<file path="src/rtl/random_range_sampler_pkg.sv">
// Shared types and defaults for the random range sampler.
// The fallback default only exists when RAND_MOD_FALLBACK_EN is defined.
package random_range_sampler_pkg;

  localparam int DEFAULT_WIDTH = 32;
`ifdef RAND_MOD_FALLBACK_EN
  localparam int DEFAULT_MAX_TRIES = 8;
`endif

  typedef enum logic [2:0] {
    S_IDLE,
    S_PULSE,
    S_WAIT,
    S_CHECK,
    S_DONE
  } state_e;

endpackage

</file>
<file path="src/rtl/random_range_sampler_if.sv">
// Request/result handshake plus the generator enable/value pair.
// The master side is the game logic and the scripted generator; the sampler is the slave.
interface random_range_sampler_if
  import random_range_sampler_pkg::*;
#(
  parameter int WIDTH = DEFAULT_WIDTH
);
  logic             req;
  logic [WIDTH-1:0] min_value;
  logic [WIDTH-1:0] max_value;
  logic             rng_enable;
  logic [WIDTH-1:0] rng_value;
  logic             busy;
  logic             valid;
  logic [WIDTH-1:0] value;

  modport master (
    output req, min_value, max_value, rng_value,
    input  rng_enable, busy, valid, value
  );

  modport slave (
    input  req, min_value, max_value, rng_value,
    output rng_enable, busy, valid, value
  );
endinterface

</file>
<file path="src/rtl/random_range_sampler_mask_gen.sv">
// Combinational span -> mask: smallest 2^k-1 that covers span (0 for span 0).
// Built as a leading-one smear so it can be shared by other samplers.
module rand_mask_gen
  import random_range_sampler_pkg::*;
#(
  parameter int WIDTH = DEFAULT_WIDTH
) (
  input  logic [WIDTH-1:0] span_i,
  output logic [WIDTH-1:0] mask_o
);

  logic [WIDTH-1:0] smear;

  // Each shift doubles the run of ones below the leading one.
  always_comb begin
    smear = span_i;
    for (int s = 1; s < WIDTH; s = s * 2) begin
      smear = smear | (smear >> s);
    end
  end

  assign mask_o = smear;

endmodule

</file>
<file path="src/rtl/random_range_sampler.sv">
// Uniform sampler in [lo, hi] by mask-and-reject over an external LFSR generator.
// Define RAND_MOD_FALLBACK_EN to bound retries with a fold-back after MAX_TRIES draws.
module random_range_sampler
  import random_range_sampler_pkg::*;
#(
  parameter int WIDTH = DEFAULT_WIDTH
`ifdef RAND_MOD_FALLBACK_EN
  , parameter int MAX_TRIES = DEFAULT_MAX_TRIES
`endif
) (
  input logic                   clk,
  input logic                   reset,
  random_range_sampler_if.slave bus
);

  state_e           state_q, state_d;
  logic [WIDTH-1:0] lo_q, lo_d;
  logic [WIDTH-1:0] hi_q, hi_d;
  logic [WIDTH-1:0] cand_q, cand_d;
  logic [WIDTH-1:0] value_q, value_d;
  logic             rng_en_q, rng_en_d;
  logic [WIDTH-1:0] span;
  logic [WIDTH-1:0] mask;

`ifdef RAND_MOD_FALLBACK_EN
  localparam int TRIES_W = (MAX_TRIES > 1) ? $clog2(MAX_TRIES) : 1;
  logic [TRIES_W-1:0] tries_q, tries_d;
`endif

  assign span = hi_q - lo_q;

  rand_mask_gen #(.WIDTH(WIDTH)) u_mask_gen (
    .span_i (span),
    .mask_o (mask)
  );

  // Next-state and datapath updates.
  always_comb begin
    state_d = state_q;
    lo_d    = lo_q;
    hi_d    = hi_q;
    cand_d  = cand_q;
    value_d = value_q;
`ifdef RAND_MOD_FALLBACK_EN
    tries_d = tries_q;
`endif
    case (state_q)
      S_IDLE: begin
        if (bus.req) begin
          if (bus.min_value > bus.max_value) begin
            lo_d = bus.max_value;
            hi_d = bus.min_value;
          end else begin
            lo_d = bus.min_value;
            hi_d = bus.max_value;
          end
          state_d = S_PULSE;
        end
      end
      S_PULSE: state_d = S_WAIT;
      S_WAIT: begin
        cand_d  = bus.rng_value & mask;
        state_d = S_CHECK;
      end
      S_CHECK: begin
        if (cand_q <= span) begin
          value_d = lo_q + cand_q;
          state_d = S_DONE;
`ifdef RAND_MOD_FALLBACK_EN
        end else if (tries_q == TRIES_W'(MAX_TRIES - 1)) begin
          // cand <= 2*span+1, so folding down by span+1 stays within [lo, hi].
          value_d = lo_q + (cand_q - span - WIDTH'(1));
          state_d = S_DONE;
        end else begin
          tries_d = tries_q + TRIES_W'(1);
          state_d = S_PULSE;
        end
`else
        end else begin
          state_d = S_PULSE;
        end
`endif
      end
      S_DONE: begin
`ifdef RAND_MOD_FALLBACK_EN
        tries_d = '0;
`endif
        state_d = S_IDLE;
      end
      default: state_d = S_IDLE;
    endcase
    rng_en_d = (state_d == S_PULSE);
  end

  always_ff @(posedge clk) begin
    if (reset) begin
      state_q  <= S_IDLE;
      lo_q     <= '0;
      hi_q     <= '0;
      cand_q   <= '0;
      value_q  <= '0;
      rng_en_q <= 1'b0;
`ifdef RAND_MOD_FALLBACK_EN
      tries_q  <= '0;
`endif
    end else begin
      state_q  <= state_d;
      lo_q     <= lo_d;
      hi_q     <= hi_d;
      cand_q   <= cand_d;
      value_q  <= value_d;
      rng_en_q <= rng_en_d;
`ifdef RAND_MOD_FALLBACK_EN
      tries_q  <= tries_d;
`endif
    end
  end

  always_comb begin
    bus.busy       = (state_q == S_PULSE) || (state_q == S_WAIT) || (state_q == S_CHECK);
    bus.valid      = (state_q == S_DONE);
    bus.rng_enable = rng_en_q;
    bus.value      = value_q;
  end

endmodule
</file>
<file path="src/flat_wrapper.sv">
// flat-port wrapper written by rule: the top's interface ports become plain ports
module random_range_sampler_flat import random_range_sampler_pkg::*;
#(
  parameter int WIDTH = DEFAULT_WIDTH

)
  (clk, reset, bus_req, bus_min_value, bus_max_value, bus_rng_value, bus_rng_enable, bus_busy, bus_valid, bus_value);
  random_range_sampler_if #(.WIDTH(WIDTH)) bus_i ();
  input logic clk;
  input logic reset;
  input wire logic [$bits(bus_i.req)-1:0] bus_req;
  input wire logic [$bits(bus_i.min_value)-1:0] bus_min_value;
  input wire logic [$bits(bus_i.max_value)-1:0] bus_max_value;
  input wire logic [$bits(bus_i.rng_value)-1:0] bus_rng_value;
  output wire logic [$bits(bus_i.rng_enable)-1:0] bus_rng_enable;
  output wire logic [$bits(bus_i.busy)-1:0] bus_busy;
  output wire logic [$bits(bus_i.valid)-1:0] bus_valid;
  output wire logic [$bits(bus_i.value)-1:0] bus_value;
  assign bus_i.req = bus_req;
  assign bus_i.min_value = bus_min_value;
  assign bus_i.max_value = bus_max_value;
  assign bus_i.rng_value = bus_rng_value;
  assign bus_rng_enable = bus_i.rng_enable;
  assign bus_busy = bus_i.busy;
  assign bus_valid = bus_i.valid;
  assign bus_value = bus_i.value;
  random_range_sampler #(.WIDTH(WIDTH)) u_core (.clk(clk), .reset(reset), .bus(bus_i));
endmodule
</file>
<file path="config.mk">
export PLATFORM = sky130hd
export DESIGN_NAME = random_range_sampler_flat
export DESIGN_NICKNAME = d
export VERILOG_FILES = /design/src/rtl/random_range_sampler_pkg.sv /design/src/rtl/random_range_sampler_if.sv /design/src/rtl/random_range_sampler_mask_gen.sv /design/src/rtl/random_range_sampler.sv /design/src/flat_wrapper.sv
export SDC_FILE = /design/constraint.sdc
export NUM_CORES = 1
export LEC_CHECK = 0
export ABC_CLOCK_PERIOD_IN_PS = 5570
export CORE_MARGIN = 4
export CORE_UTILIZATION = 45
export CTS_BUF_LIST = sky130_fd_sc_hd__clkbuf_4 sky130_fd_sc_hd__clkbuf_8 sky130_fd_sc_hd__clkbuf_16
export DETAILED_ROUTE_END_ITERATION = 6
export HOLD_SLACK_MARGIN = 0.03
export PLACE_DENSITY = 0.72
export REMOVE_ABC_BUFFERS = 1
export SETUP_SLACK_MARGIN = 0.5
export SYNTH_ARGS = -nofsm -noshare
export SYNTH_HDL_FRONTEND = slang
export SYNTH_SLANG_ARGS = --single-unit
</file>
<file path="constraint.sdc">
create_clock -name clk -period 5.57 [get_ports clk]
set_clock_uncertainty 0.15 [all_clocks]
set_input_delay 0.557 -clock clk [delete_from_list [all_inputs] [get_ports clk]]
set_output_delay 0.557 -clock clk [all_outputs]
set_load 0.02 [all_outputs]
</file>
Yosys cells after proc, flatten, opt, wreduce, memory -nomap -nowiden
Cells that the tools add are included.
Storage, ports and cells
  flip-flop bits (word level): 132
  input bits: 99
  output and inout port bits: 35
  logic and storage cells: 31
Operators by class
  $add $sub $neg: 2
  $lt $le $gt $ge: 2
  equal/unequal tests: 5
  multiplexer cells: 5
  bitwise gates (word level): 6
  reduce and logical (&&, ||, !) cells: 5
Operators with widths (count)
  32-bit 2-to-1 mux: 2
  32-bit adder: 1
  32-bit bitwise AND: 1
  32-bit > comparator: 1
  32-bit less-or-equal comparator: 1
  32-bit by 16-bit OR with 32-bit output: 1
  32-bit by 24-bit OR with 32-bit output: 1
  32-bit by 28-bit OR with 32-bit output: 1
  32-bit by 30-bit OR with 32-bit output: 1
  32-bit by 31-bit OR with 32-bit output: 1
  32-bit subtractor: 1
  3-bit case mux with 4 select lines: 1
  3-bit by 1-bit == test with 1-bit output (second input constant): 2
  3-bit by 2-bit == test with 1-bit output (second input constant): 2
  3-bit 2-to-1 mux: 2
  2-bit AND reduction: 2
  3-bit == test (second input constant): 1
  3-bit logical NOT: 1
  1-bit logical OR: 2

Logic depth before layout (Yosys ltp)
  depth after elaboration: 7
  mapped depth: 24
  gate-level depth less buffers: 22

Hierarchy
A second synthesis with hierarchy kept.
Second synthesis, totals
  cells, all modules: 1433
  area total of the unflattened synthesis: 10821.6 um^2
By module, submodules not included
  random_range_sampler: instances 1, cells each 1379, area an instance 10486.3 um^2, seq. area each 2642.5 um^2
  rand_mask_gen: instances 1, cells each 54, area an instance 335.3 um^2, seq. area each 0.0 um^2

Worst setup path before layout
OpenSTA, ideal clock, no wires.
  kind: register to register
  start: register u_core.lo_q[0]
  end: register u_core.value_q[10], in the netlist u_core.bus.value[10]
  library setup time: 0.128 ns
  arrival: 4.626 ns
  data required time: 5.292 ns
  slack: 0.667 ns
  stages on the path, launching flop included: 23
  path buffers: 2
  clock period less this slack: 4.903 ns
  path through: dfxtp_1 > ha_1 > inv_1 > fa_1 > a211oi_2 > o211ai_2 > a311oi_2 > nor4b_2 > o31a_1 > o21ai_0 > a21oi_1 > xor2_1 > ha_1 > nand4_1 > nor2_1 > and3_1 > a221o_1 > o31ai_1 > nor3b_1 > buf_2 > buf_4 > mux2i_1 > nor2_1
On the way
  longest elaborated chain between the ends: 3
  elaborated cells on any way between the ends: 4
  classes of those cells: add/sub (2); order compare (1); reduce/logical (1)
RTL lines
  start: declaration: RTL line random_range_sampler.sv:17  | logic [WIDTH-1:0] lo_q, lo_d;
  start signal: assignment: RTL line random_range_sampler.sv:108  | lo_q <= lo_d;
  32-bit subtractor: RTL line random_range_sampler.sv:30  | assign span = hi_q - lo_q;
  32-bit less-or-equal comparator: RTL line random_range_sampler.sv:66  | if (cand_q <= span) begin
  2-bit AND reduction (no line)
  end signal: assignment: RTL line random_range_sampler.sv:111  | value_q <= value_d;
  end: declaration: RTL line random_range_sampler.sv:20  | logic [WIDTH-1:0] value_q, value_d;
Parallel ways exist; a longest one is shown, timed or not.
A chain may end at the register's enable or synchronous reset.

Final worst setup path
  start: register u_core.hi_q[0]
  end: register u_core.value_q[11], in the netlist u_core.bus.value[11]
On the way
  longest elaborated chain between the ends: 3
RTL lines
  start: declaration: RTL line random_range_sampler.sv:18  | logic [WIDTH-1:0] hi_q, hi_d;
  start signal: assignment: RTL line random_range_sampler.sv:109  | hi_q <= hi_d;
  32-bit subtractor: RTL line random_range_sampler.sv:30
  32-bit less-or-equal comparator: RTL line random_range_sampler.sv:66
  2-bit AND reduction (no line)
Every way passes these cells.

==> run summary <==
Fillers = 2042
Syn avg cell area = 8.15 sq um
Final setup violation count = 0
Tmin final = 4990 ps
I/O pin cnt = 134
Max VDD drop = 0.199 mV
WL/cell = 16.6 um
Drt drc = 0
Vias in the first global route = 9119
Register area share after synthesis = 0.249
Cells after synthesis = 1301
H-Tree Depth = 4
Most frequent CP cell = inv_2
Hold Path Class = flop to flop
Total Wirelength = 28900 um
Starting density of the core = 0.463
GPL Wtd Cong = 0.911
CTS tree = done
Async S/R FF share, synth = 0
CTS Hold Bufs = 0
Number of flops mapped to enable cells by yosys = 0
Die area = 26100 sq um
Worst Reg-to-Reg Cells = 23
Ys flop type = dfxtp_1
Fin nets = 1642
Period utilization = 0.895
Slowest Stage Delay on Critical Path = 390 ps
Hold Slack = 318 ps
Critical setup path kind = flop to flop
Max Cap Viol = 0
CP Data Arrival Time = 5110 ps
Cell count after placement = 1696
Setup TNS = 0 ps
Largest family of logic cells by synthesized area = compound AO/OA/AOI/OAI gates
CTS Root Cell = clkbuf_16
Area growth, synth to finish = 23.3%
Initial antenna violation count = 0
Tot GR Track Use = 0.216
Post-synthesis compound-gate area fraction = 0.247
Post-synthesis adder-cell area fraction = 0.153
Synth Area in Simple Gates = 0.163
Run status = finished clean
Max-slew violations = 0
Maximum clock frequency = 201 MHz
CTS clk-pin slew, worst paths = 60 ps
Flop2flop setup slack = 580 ps
Starting DRT DRC Count = 607
Rel. slew slack = 0.380
Yosys top cell by area = dfxtp_1
Multiplexer share of the synthesized area = 0.0869
Reg2reg start = u_core.hi_q[0]
Pwr Density = 322 nW/um^2
GRT overflow = 0
Die W = 161 um
Clock tree buffer depth = 2
CP max-delay cell = fa_2
Hold Path Cell Cnt = 2
First-pass GRT wire length = 46200 um
CP Launch Type = flop
CP required = 5700 ps
Clock Sink Count = 132
Area of the core = 22900 sq um
Worst skew pair latency = 420 ps
Hpwl dp = 22400 um
Yosys cell types = 74
Core Rows = 55
Commonest cells in the netlist = nor2_1, dfxtp_1, ha_1
Layout cell share with drive strength beyond 1 = 0.0805
Final hold vios = 0
Post-Synth XOR/XNOR Area = 0.0428
RSZ-0062 raised after global routing = yes
Most common cell in the netlist = nor2_1
Slew @ Worst Pin = 930 ps
Vias per inst = 5.58
Reg2reg end = u_core.bus.value[11]
Crit. End Element = flop
Antenna Cells = 0
Vias = 9720
Mapped Area = 10600 sq um
HP Start = u_core.bus.value[29]
DRT Pass-1 Iters = 4
Die height = 161 um
Largest net degree at the start of global routing = 82
Top cells by area, synth = dfxtp_1, ha_1, mux2i_1
Antenna Nets Post-Route = 0
Post-synth top area share = 0.249
Min-Delay Endpoint = u_core.bus.value[29]
Leak Pwr = 0.00573 uW
Pwr Total = 4210 uW
IO Port Bufs = 133
CP max FO = 6
Total CTS buffers = 17
Number of synthesized register bits = 132
Worst-path cell chain = inv_2, ha_4, inv_2, fa_2, a211oi_2, o211ai_2, a311oi_2, nor4b_4, o31a_1, o21ai_2, a21oi_2, xor2_1, ha_1, nand4_1, nor2_2, and3_1, a221o_1, o31ai_4, nor3b_4, buf_6, clkbuf_16, mux2i_1, nor2_1
YS warnings = 0
Post-Layout Cell Count = 1741
[how the worst max path moves through the flow]
stage          cells past startpoint      startpoint                   end  slack, ps
2_1_floorplan                     20  u_core.lo_q[0]  u_core.bus.value[10]      -1660
3_3_place_gp                      22  u_core.hi_q[0]   u_core.bus.value[4]        260
3_5_place_dp                      21  u_core.lo_q[0]   u_core.bus.value[4]        140
4_1_cts                           22  u_core.lo_q[1]   u_core.bus.value[4]        510
5_1_grt                           24  u_core.hi_q[0]  u_core.bus.value[22]        300
6_report                          23  u_core.hi_q[0]  u_core.bus.value[11]        580
[final cells by class]
cell class | count | area (sq um) | share of cell area
Multi-Input combinational cell | 1011 | 7480 | 0.572
Sequential cell | 132 | 2650 | 0.203
Timing Repair Buffer | 155 | 1570 | 0.120
Clock buffer | 24 | 515 | 0.0394
Tap cell | 313 | 392 | 0.0300
Inverter | 98 | 368 | 0.0281
Clock inverter | 8 | 96.3 | 0.00737
[per-layer routing]
| layer | wire [um] | part of all wire | vias to the layer above | track usage |
|---|---|---|---|---|
| li1 | - | - | 4980 | - |
| met1 | 14100 | 0.49 | 4439 | 0.306 |
| met2 | 12500 | 0.43 | 262 | 0.330 |
| met3 | 1660 | 0.057 | 39 | 0.0401 |
| met4 | 684 | 0.024 | 0 | 0.0756 |
| met5 | 0 | 0 | - | 0 |
[logic make-up after synthesis]
family | count (synthesis)
xor+xnor | 51
mux | 92
simple gates | 360
fa+ha+maj | 128
flops | 132
buf+inv | 158
compound gates | 380
[what timing repair did]
item / 4_1_cts / 5_1_grt
resized for setup: 12 / 30
setup endpoints to repair: 32 / 32
gates cloned: 1 / 2
setup buffers: 3 / 7
pin swaps: 5 / 21
[stage by stage]
step | setup slack (ps) | instance area (sq um) | utilization
floorplan | -1660 | 10400 | -
global placement | 265 | 12200 | 0.531
detailed placement | 139 | 12200 | 0.531
CTS | 509 | 12900 | 0.562
global route | 304 | 13100 | 0.571
finish | 584 | 13100 | 0.571
[placed cells by master (no fill, tap or decap), types with 4 or more instances in the layout]
cell,n
nor2b_1,15
dfxtp_2,5
or2_2,7
o21ai_0,40
nor4_1,4
o211ai_1,25
nand3_1,22
and2_1,11
a31oi_1,15
ha_2,4
buf_4,16
mux2i_1,91
o21a_1,18
inv_1,95
clkbuf_8,6
ha_1,121
clkbuf_16,19
nand4_1,23
clkinv_2,4
dfxtp_1,126
nand2b_1,9
xnor2_1,29
nand2_1,73
or3_1,5
a21o_1,53
a21oi_1,96
nor3_1,17
and3_1,13
clkdlybuf4s50_1,132
a211oi_1,69
nor2_1,136
xor2_1,20
o21bai_1,10
[power breakdown]
group          internal (uW)  switching (uW)
clock network            733             422
registers               1030            95.0
logic                    824            1100
total                   2590            1620
[flip-flops by register name, summed over array words and instances (netlist names)]
name                   count
u_core.bus.value          32
u_core.cand_q             32
u_core.hi_q               32
u_core.lo_q               32
u_core.state_q             3
u_core.bus.rng_enable      1
[worst max-delay path, delay by kind of cell, from the launching register on]
family | cells | cell delay [ps]
XOR/XNOR | 1 | 200
flip-flops | 1 | 320
buffers and inverters | 4 | 430
multiplexers | 1 | 190
AND/OR/NAND/NOR | 6 | 910
adder cells (fa/ha/maj) | 3 | 780
AO/OA/AOI/OAI | 8 | 1860
No activity file was read; power rests on OpenSTA's default activity.
